==> src/rtl/ps2_pkg.sv <==
// ps2_pkg: shared types and constants for the PS/2 host transmit path.
// Latency: n/a (types and constants only).
// Backpressure: n/a.
package ps2_pkg;

    // Host transmitter states
    typedef enum logic [2:0] {
        IDLE     = 3'd0,
        INHIBIT  = 3'd1,
        WAIT_DEV = 3'd2,
        SEND     = 3'd3,
        ACK      = 3'd4,
        WAIT_REL = 3'd5,
        DONE     = 3'd6,
        ERR      = 3'd7
    } tx_state_t;

    // Common keyboard commands and responses
    localparam logic [7:0] CMD_SET_LEDS = 8'hED;
    localparam logic [7:0] CMD_RESET    = 8'hFF;
    localparam logic [7:0] RSP_ACK      = 8'hFA;
    localparam logic [7:0] RSP_RESEND   = 8'hFE;

    // Extra attempts after a NACK or transfer timeout when retry is built in
    localparam int MAX_RETRY = 2;

    // Odd parity: data plus parity bit carries an odd number of ones
    function automatic logic odd_parity(input logic [7:0] d);
        return ~^d;
    endfunction

endpackage

==> src/rtl/ps2_line_sync.sv <==
// ps2_line_sync: 2-flop synchronizers for ps2clk/ps2data plus a falling-edge strobe on the clock.
// Latency: 2 cycles to sync_clk/sync_data, fall fires 2-3 cycles after the raw line drops.
// Backpressure: none; free-running sampler.
module ps2_line_sync (
    input  logic clk,
    input  logic reset,
    input  logic ps2clk_in,
    input  logic ps2data_in,
    output logic sync_clk,
    output logic sync_data,
    output logic fall
);

    logic [1:0] clk_ff;
    logic [1:0] data_ff;
    logic       sync_clk_d;

    // Synchronizer chains; idle lines are pulled up so reset to 1
    always_ff @(posedge clk or negedge reset) begin
        if (!reset) begin
            clk_ff     <= 2'b11;
            data_ff    <= 2'b11;
            sync_clk_d <= 1'b1;
        end else begin
            clk_ff     <= {clk_ff[0], ps2clk_in};
            data_ff    <= {data_ff[0], ps2data_in};
            sync_clk_d <= clk_ff[1];
        end
    end

    assign sync_clk  = clk_ff[1];
    assign sync_data = data_ff[1];
    assign fall      = sync_clk_d & ~sync_clk;

endmodule

==> src/rtl/ps2_host_tx.sv <==
// ps2_host_tx: host-to-device PS/2 command transmitter (inhibit, start, 8 data LSB first, odd parity, stop, ACK).
// Latency: INHIBIT_CYC+1 cycles of inhibit, then paced by the device clock; done/error one cycle after resolution.
// Backpressure: tx_ready low for the whole transfer; tx_valid while busy is dropped, nothing is queued.
// Build option PS2_TX_RETRY_EN: resend on NACK or transfer timeout, up to 2 retries; start timeout never retried.
module ps2_host_tx
    import ps2_pkg::*;
#(
    parameter int INHIBIT_CYC  = 2500,
    parameter int START_TO_CYC = 375000,
    parameter int XFER_TO_CYC  = 50000
) (
    input  logic       clk,
    input  logic       reset,
    input  logic [7:0] tx_data,
    input  logic       tx_valid,
    output logic       tx_ready,
    output logic       busy,
    output logic       tx_done,
    output logic       tx_error,
    input  logic       ps2clk_in,
    input  logic       ps2data_in,
    output logic       ps2clk_oe,
    output logic       ps2data_oe
);

    // One timer serves inhibit, start timeout and transfer timeout; size it for the largest
    localparam int TMAX = (START_TO_CYC > XFER_TO_CYC)
                        ? ((START_TO_CYC > INHIBIT_CYC) ? START_TO_CYC : INHIBIT_CYC)
                        : ((XFER_TO_CYC > INHIBIT_CYC) ? XFER_TO_CYC : INHIBIT_CYC);
    localparam int TW = $clog2(TMAX + 1);

    localparam logic [TW-1:0] INH_LAST   = TW'(INHIBIT_CYC);
    localparam logic [TW-1:0] START_LAST = TW'(START_TO_CYC - 1);
    localparam logic [TW-1:0] XFER_LAST  = TW'(XFER_TO_CYC - 1);

    logic          sync_clk;
    logic          sync_data;
    logic          fall;

    tx_state_t     state;
    tx_state_t     state_nxt;
    tx_state_t     fail_st;
    logic [TW-1:0] timer;
    logic          timer_clr;
    logic [3:0]    bitcnt;
    logic [3:0]    bit_idx;
    logic [8:0]    frame;      // {parity, data}; kept intact so a retry can resend it
    logic          retry_ok;
    logic          inh_end;
    logic          start_to;
    logic          xfer_to;

    ps2_line_sync u_sync (
        .clk        (clk),
        .reset      (reset),
        .ps2clk_in  (ps2clk_in),
        .ps2data_in (ps2data_in),
        .sync_clk   (sync_clk),
        .sync_data  (sync_data),
        .fall       (fall)
    );

    assign inh_end  = (timer == INH_LAST);
    assign start_to = (timer == START_LAST);
    assign xfer_to  = (timer == XFER_LAST);
    assign bit_idx  = bitcnt - 4'd1;

`ifdef PS2_TX_RETRY_EN
    logic [1:0] tries;

    assign retry_ok = (tries != 2'(MAX_RETRY));

    // Count resends of the current byte; a fresh request starts over
    always_ff @(posedge clk or negedge reset) begin
        if (!reset) begin
            tries <= 2'd0;
        end else if (state == IDLE && tx_valid) begin
            tries <= 2'd0;
        end else if (state_nxt == INHIBIT && (state inside {SEND, ACK, WAIT_REL})) begin
            tries <= tries + 2'd1;
        end
    end
`else
    assign retry_ok = 1'b0;
`endif

    // Where a NACK or transfer timeout leads: another attempt, or give up
    assign fail_st = retry_ok ? INHIBIT : ERR;

    // State register
    always_ff @(posedge clk or negedge reset) begin
        if (!reset) begin
            state <= IDLE;
        end else begin
            state <= state_nxt;
        end
    end

    // Next-state logic; transfer timeout outranks bit/ack events
    always_comb begin
        state_nxt = state;
        case (state)
            IDLE:     if (tx_valid) state_nxt = INHIBIT;
            INHIBIT:  if (inh_end) state_nxt = WAIT_DEV;
            WAIT_DEV: begin
                if (fall)          state_nxt = SEND;
                else if (start_to) state_nxt = ERR;
            end
            SEND: begin
                if (xfer_to)                     state_nxt = fail_st;
                else if (fall && bitcnt == 4'd10) state_nxt = ACK;
            end
            ACK: begin
                if (xfer_to)        state_nxt = fail_st;
                else if (sync_data) state_nxt = fail_st;
                else                state_nxt = WAIT_REL;
            end
            WAIT_REL: begin
                if (xfer_to)                    state_nxt = fail_st;
                else if (sync_clk && sync_data) state_nxt = DONE;
            end
            DONE:     state_nxt = IDLE;
            ERR:      state_nxt = IDLE;
            default:  state_nxt = IDLE;
        endcase
    end

    // Timer restarts on entry to INHIBIT, WAIT_DEV and SEND; runs on through ACK and WAIT_REL
    assign timer_clr = (state_nxt != state) && (state_nxt inside {INHIBIT, WAIT_DEV, SEND});

    // Timer, bit counter and frame capture
    always_ff @(posedge clk or negedge reset) begin
        if (!reset) begin
            timer  <= '0;
            bitcnt <= 4'd0;
            frame  <= 9'd0;
        end else begin
            if (timer_clr || (state inside {IDLE, DONE, ERR})) begin
                timer <= '0;
            end else begin
                timer <= timer + TW'(1);
            end

            if (state == IDLE && tx_valid) begin
                frame  <= {odd_parity(tx_data), tx_data};
                bitcnt <= 4'd0;
            end else if (state == WAIT_DEV && fall) begin
                bitcnt <= 4'd1;
            end else if (state == SEND && fall) begin
                bitcnt <= bitcnt + 4'd1;
            end
        end
    end

    // Outputs decoded from state; bitcnt n in SEND means frame bit n-1 is on the wire
    always_comb begin
        tx_ready   = 1'b0;
        busy       = 1'b1;
        tx_done    = 1'b0;
        tx_error   = 1'b0;
        ps2clk_oe  = 1'b0;
        ps2data_oe = 1'b0;
        case (state)
            IDLE: begin
                tx_ready = 1'b1;
                busy     = 1'b0;
            end
            INHIBIT: begin
                ps2clk_oe  = 1'b1;
                ps2data_oe = inh_end;
            end
            WAIT_DEV: ps2data_oe = 1'b1;
            SEND: begin
                if (bitcnt >= 4'd1 && bitcnt <= 4'd9) begin
                    ps2data_oe = ~frame[bit_idx];
                end
            end
            DONE:    tx_done  = 1'b1;
            ERR:     tx_error = 1'b1;
            default: ;
        endcase
    end

endmodule

==> config.mk <==
export PLATFORM = sky130hd
export DESIGN_NAME = ps2_host_tx
export DESIGN_NICKNAME = d
export VERILOG_FILES = /design/src/rtl/ps2_pkg.sv /design/src/rtl/ps2_line_sync.sv /design/src/rtl/ps2_host_tx.sv
export SDC_FILE = /design/constraint.sdc
export NUM_CORES = 1
export LEC_CHECK = 0
export CAP_MARGIN = 40
export CORE_MARGIN = 3
export CORE_UTILIZATION = 56
export DETAILED_ROUTE_END_ITERATION = 16
export MAX_ROUTING_LAYER = met4
export PLACE_DENSITY_LB_ADDON = 0.3
export SETUP_SLACK_MARGIN = 0.2
export SLEW_MARGIN = 20
export SYNTH_ARGS = -nofsm -noshare
export SYNTH_HDL_FRONTEND = slang
export SYNTH_SLANG_ARGS = --single-unit
==> constraint.sdc <==
create_clock -name clk -period 5.4 [get_ports clk]
set_input_delay 1.08 -clock clk [delete_from_list [all_inputs] [get_ports clk]]
set_output_delay 1.08 -clock clk [all_outputs]
set_load 0.01 [all_outputs]
Yosys cells after proc, flatten, opt, wreduce, memory -nomap -nowiden
Index checks and enable logic that the tools add are counted.

storage, ports and cells
  bits of input ports = 13
  logic and storage cells = 69
  output and inout bits = 6
  bits in registers = 40

cells by class
  bitwise operators = 3
  equal/unequal tests = 15
  reductions and logical operators = 14
  add/subtract/negate cells = 3
  $lt $le $gt $ge = 3
  multiplexer cells = 24

operators by type and width
  kind                                                   count
  two-way mux 3 bit                                      8
  one-hot mux 3 bit (7 select lines)                     1
  adder 19 x 1 -> 19 bit, second input constant          1
  equality test 19 x 12 -> 1 bit, second input constant  1
  equality test 19 x 16 -> 1 bit, second input constant  1
  equality test 19 bit, second input constant            1
  two-way mux 19 bit                                     1
  equality test 3 x 2 -> 1 bit, second input constant    4
  equality test 3 bit, second input constant             4
  two-way mux 4 bit                                      3
  nonzero test 3 bit                                     3
  XNOR reduction 8 bit                                   1
  logical AND 1 bit                                      7
  two-way mux 1 bit                                      7
  equality test 3 x 1 -> 1 bit, second input constant    2
  < comparator 4 x 5 -> 1 bit, second input constant     1
  adder 4 x 1 -> 4 bit, second input constant            1
  binary-select mux 1 bit (select 4 bit)                 1
  equality test 4 bit, second input constant             1
  >= comparator 4 x 1 -> 1 bit, second input constant    1
  less-or-equal comparator 4 bit, second input constant  1
  two-way mux 2 bit                                      2
  subtractor 4 x 1 -> 4 bit, second input constant       1
  zero test 3 bit                                        1
  6 further kinds                                        7

Logic depth before layout (Yosys ltp)
  depth in word-level cells = 11
  depth in mapped cells = 10
  mapped depth without buffers = 8

Hierarchy
From an unflattened synthesis, not the netlist that was laid out.

second synthesis, totals
  cell total of the unflattened synthesis = 243
  area total of the unflattened synthesis = 2610.0 um2

modules (own cells, without submodules)
  module         instances  seq. area each (um2)  cells each  area each (um2)
  ps2_host_tx    1          875.8                 237         2464.9
  ps2_line_sync  1          131.4                 6           145.1

Least setup slack after synthesis
Ideal clock, no wire load.

  path type = flip-flop to output port
  from = register bitcnt[0]
  to = output ps2data_oe
  required time = 4320 ps
  slack = 2422 ps
  buffers on the path = 1
  data arrival time = 1898 ps
  cell stages (with the launch flop) = 8
  path through = dfrtp_1 clkbuf_1 inv_1 ha_1 mux4_2 a31oi_1 a21oi_1 nor3_1

on the way
  word-level cells in the longest chain between the ends = 6
  elaborated cells between the ends (all ways) = 9
  those cells by class = add/sub (1); order compare (2); mux (4); bitwise (1); reduce/logical (1)

RTL lines
  element                                  RTL line            source
  from (decl)                              ps2_host_tx.sv:45   logic [3:0] bitcnt;
  from (signal assigned)                   ps2_host_tx.sv:150  bitcnt <= bitcnt + 4'd1;
  subtractor 4 x 1 -> 4 bit                ps2_host_tx.sv:66   assign bit_idx = bitcnt - 4'd1;
  binary-select mux 1 bit (select 4 bit)   ps2_host_tx.sv:175  ps2data_oe = ~frame[bit_idx];
  two-way mux 1 bit (implied by the code)  ps2_host_tx.sv:175
  inverter 1 bit                           ps2_host_tx.sv:175
  two-way mux 1 bit (*)                    ps2_host_tx.sv:174  if (bitcnt >= 4'd1 && bitcnt <= 4'd9) begin
  one-hot mux 1 bit (3 select lines) (*)   ps2_host_tx.sv:163  case (state)
  to (decl)                                ps2_host_tx.sv:23   output logic ps2data_oe

Mark *: on every way between the ends. The rest lies on a longest branch, timed or not. The select of a mux whose other input is x is not followed.

Final worst setup path
Same ends and word-level chain as after synthesis.

==> metrics.csv <==
stage,metric,value,unit
floorplan,initial core utilization,58.7,%
power,Pleak,1.15,nW
synthesis,"EDFF count, synth",0,
power,Comb power frac,19.0,%
timing,Slew HR,52.2,%
final_layout,Fill cells,308,
global_routing,initial antenna violation count,0,
clocking,Post-CTS Resized,0,
place,Port Buffers,18,
final_layout,"most common cell after layout, fill and taps aside",dfrtp_1,
synthesis,Post-synth ARST share,100,%
drt,DRT iter0 DRCs,186,
timing,max-slew violations,0,
timing,Worst Clk Skew,8.38,ps
floorplan,die height,71,um
timing,Final period util,69.9,%
drt,WL per Instance,15.3,um
place,dpl cells,300,
clocking,H-Tree Level Count,2,
synthesis,Mapped Area,2370,um2
synthesis,Synth Flop Type,dfrtp_1,
synthesis,Syn Area/Cell,9.94,um2
synthesis,syn nets,257,
power,switching share of total power,25.4,%
timing,Worst-Margin Slew,715,ps
floorplan,Ports,19,
global_routing,GRT Util Overall,21.9,%
clocking,Worst-Skew Late Latency,290,ps
drt,WL final,4.72,mm
timing,Fmax achieved,265,MHz
final_layout,layout cell share with drive strength beyond 1,14.7,%
setup_path,worst setup path category,flop to output port,
setup_path,"Critical Path, Cell by Cell","inv_1, ha_1, mux4_2, a31oi_1, a21oi_1, nor3_1, clkdlybuf4s50_1",
synthesis,"Seq/Total Area, Yosys",42.6,%
place,Placed Area,2590,um2
global_routing,vias in the first global route,1820,
floorplan,CORE AREA,4030,um2
clocking,clk root buf,clkbuf_8,
power,Seq pwr share,44.8,%
setup_path,critical path endpoint category,output port,
timing,Worst Hold Slack,358,ps
final_layout,area of the multi-input gates,1270,um2
timing,minimum clock period,3770,ps
clocking,post-CTS setup buffers,0,
timing,setup TNS,0,ps
global_routing,first-pass GRT wire length,8.53,mm
floorplan,row count,23,
place,Detail Placement HPWL,3.49,mm
clocking,CTS max path bufs,2,
final_layout,post-layout util,68.2,%
synthesis,Unique masters post-synth,49,
clocking,number of hold buffers added after cts,0,
power,power consumption,927,uW
setup_path,Setup crit start kind,flop,
global_routing,GRT Residual Overflow,0,
final_layout,"commonest cells after routing, fill and taps aside","dfrtp_1 (35), nand2_1 (23), nor2_1 (22)",
place,Final GP Congestion,0.896,
drt,Routed Antenna Nets,0,
power,Psw,236,uW
synthesis,Synth area leader,dfrtp_1,
drt,via count,1803,
final_layout,FF+latch area,1010,um2
power,P_int,692,uW
drt,# DRC,0,
power,worst ir drop on vdd,0.251,mV
timing,RSZ-0062 raised after global routing,false,
power,clock share of power,36.1,%
synthesis,post-synth top area share,37.0,%
clocking,Worst-path clk slew,80,ps
setup_path,Critical Path RT,4320,ps
setup_path,CP max stage delay,580,ps
clocking,Num CTS Buffers,5,
floorplan,die area,5040,um2
timing,final hold vios,0,
timing,final setup vio count,0,
setup_path,CP max stage cell,dfrtp_1,
power,pwr dens,338,nW/um2
final_layout,ANT cells,0,
final_layout,"final std cell area, no fill",2750,um2
synthesis,Ys Warns,0,
clocking,CTS tree,done,
floorplan,Die W,71,um
drt,drt via density,5.85,
drt,TritonRoute pass-1 iters,4,
worst_hold_path,Hold WC Path Type,flop to flop,
setup_path,CP max FO,10,
final_layout,fin nets,276,
final_layout,synth-to-layout area growth,16.1,%
run_status,outcome,"complete, no violations",
place,pre-CTS WS,1940,ps
synthesis,Mapped Cells,238,
final_layout,Finished Layout Cells,308,
synthesis,Area contributors post-synth,"dfrtp_1 (37%), xnor2_1 (7.0%), dfstp_2 (5.6%), mux2_2 (4.3%), xor2_1 (3.7%)",
synthesis,"flops & latches, synth",40,
clocking,clk sinks,40,
job,Max Cap Viol,0,
setup_path,Worst EP arrival,2690,ps
global_routing,largest net degree at the start of global routing,26,
timing,final worst slack,1630,ps
## worst max-delay path, delay by kind of cell, from the launching register on
family          cells  cell delay (ps)
buf+inv             2              690
mux                 1              320
fa+ha+maj           1              380
flops               1              580
simple gates        1              180
compound gates      2              250
## power groups by stage
stage,Clock (mW),Sequential (mW),Combinational (mW)
2_1_floorplan,0,0.406,0.136
3_3_place_gp,0,0.422,0.167
3_5_place_dp,0,0.420,0.175
4_1_cts,0.341,0.415,0.177
5_1_grt,0.354,0.425,0.202
6_report,0.335,0.416,0.177
## Yosys cell counts (all sizes together), types with 3 or more instances
| cell | count |
|---|---|
| nor4b | 4 |
| mux2 | 9 |
| buf | 3 |
| a21oi | 6 |
| nor2 | 22 |
| dfrtp | 35 |
| xnor2 | 19 |
| xor2 | 10 |
| nand2 | 23 |
| nor3 | 22 |
| ha | 6 |
| dfstp | 5 |
| clkbuf | 4 |
| nand3 | 10 |
| nand2b | 3 |
| nand4 | 7 |
| inv | 13 |
## final timing paths
kind	startpoint	endpoint	slack (ps)	cells past startpoint
setup / recovery	bitcnt[0]	ps2data_oe	1630	7
hold / removal	u_sync.data_ff[0]	u_sync.data_ff[1]	360	0
setup reg to reg	timer[5]	timer[10]	2670	6
hold reg to reg	u_sync.data_ff[0]	u_sync.data_ff[1]	360	0
max in group asynchronous	reset	u_sync.sync_clk_d	4180	2
min in group asynchronous	reset	timer[1]	700	1
## kinds of logic (layout without fill, tap and decap cells)
family,count (synthesis),count (layout),synth area share (%)
and+or+nand+nor,108,108,25.5
DFF,40,40,42.6
xor gates and xnor gates,29,29,10.7
AOI/OAI and AO/OA,24,24,8.20
buffers and inverters,20,40,3.60
muxes,11,11,6.19
adders and majority gates,6,6,3.17
## cell type report
| class | instances | share of cell area (%) |
|---|---|---|
| Multi-Input combinational cell | 178 | 46.4 |
| Sequential cell | 40 | 36.7 |
| Timing Repair Buffer | 19 | 7.11 |
| Clock inverter | 3 | 3.28 |
| Clock buffer | 5 | 2.51 |
| Tap cell | 50 | 2.28 |
| Inverter | 13 | 1.78 |
## metal layers
metal,part of all wire [%],track usage (%),vias to the layer above,wire (um)
met3,5.8,5.11,9,276
met4,1.5,5.01,0,73
met1,48,31.8,864,2280
met2,44,31.3,51,2090
li1,-,-,879,-
met5,0,-,-,0
## flip-flops by register name, summed over array words and instances, names as in the netlist
register           flops
bitcnt                 4
frame                  9
state                  3
timer                 19
u_sync.clk_ff          2
u_sync.data_ff         2
u_sync.sync_clk_d      1
Power figures use the tool's default switching activity.
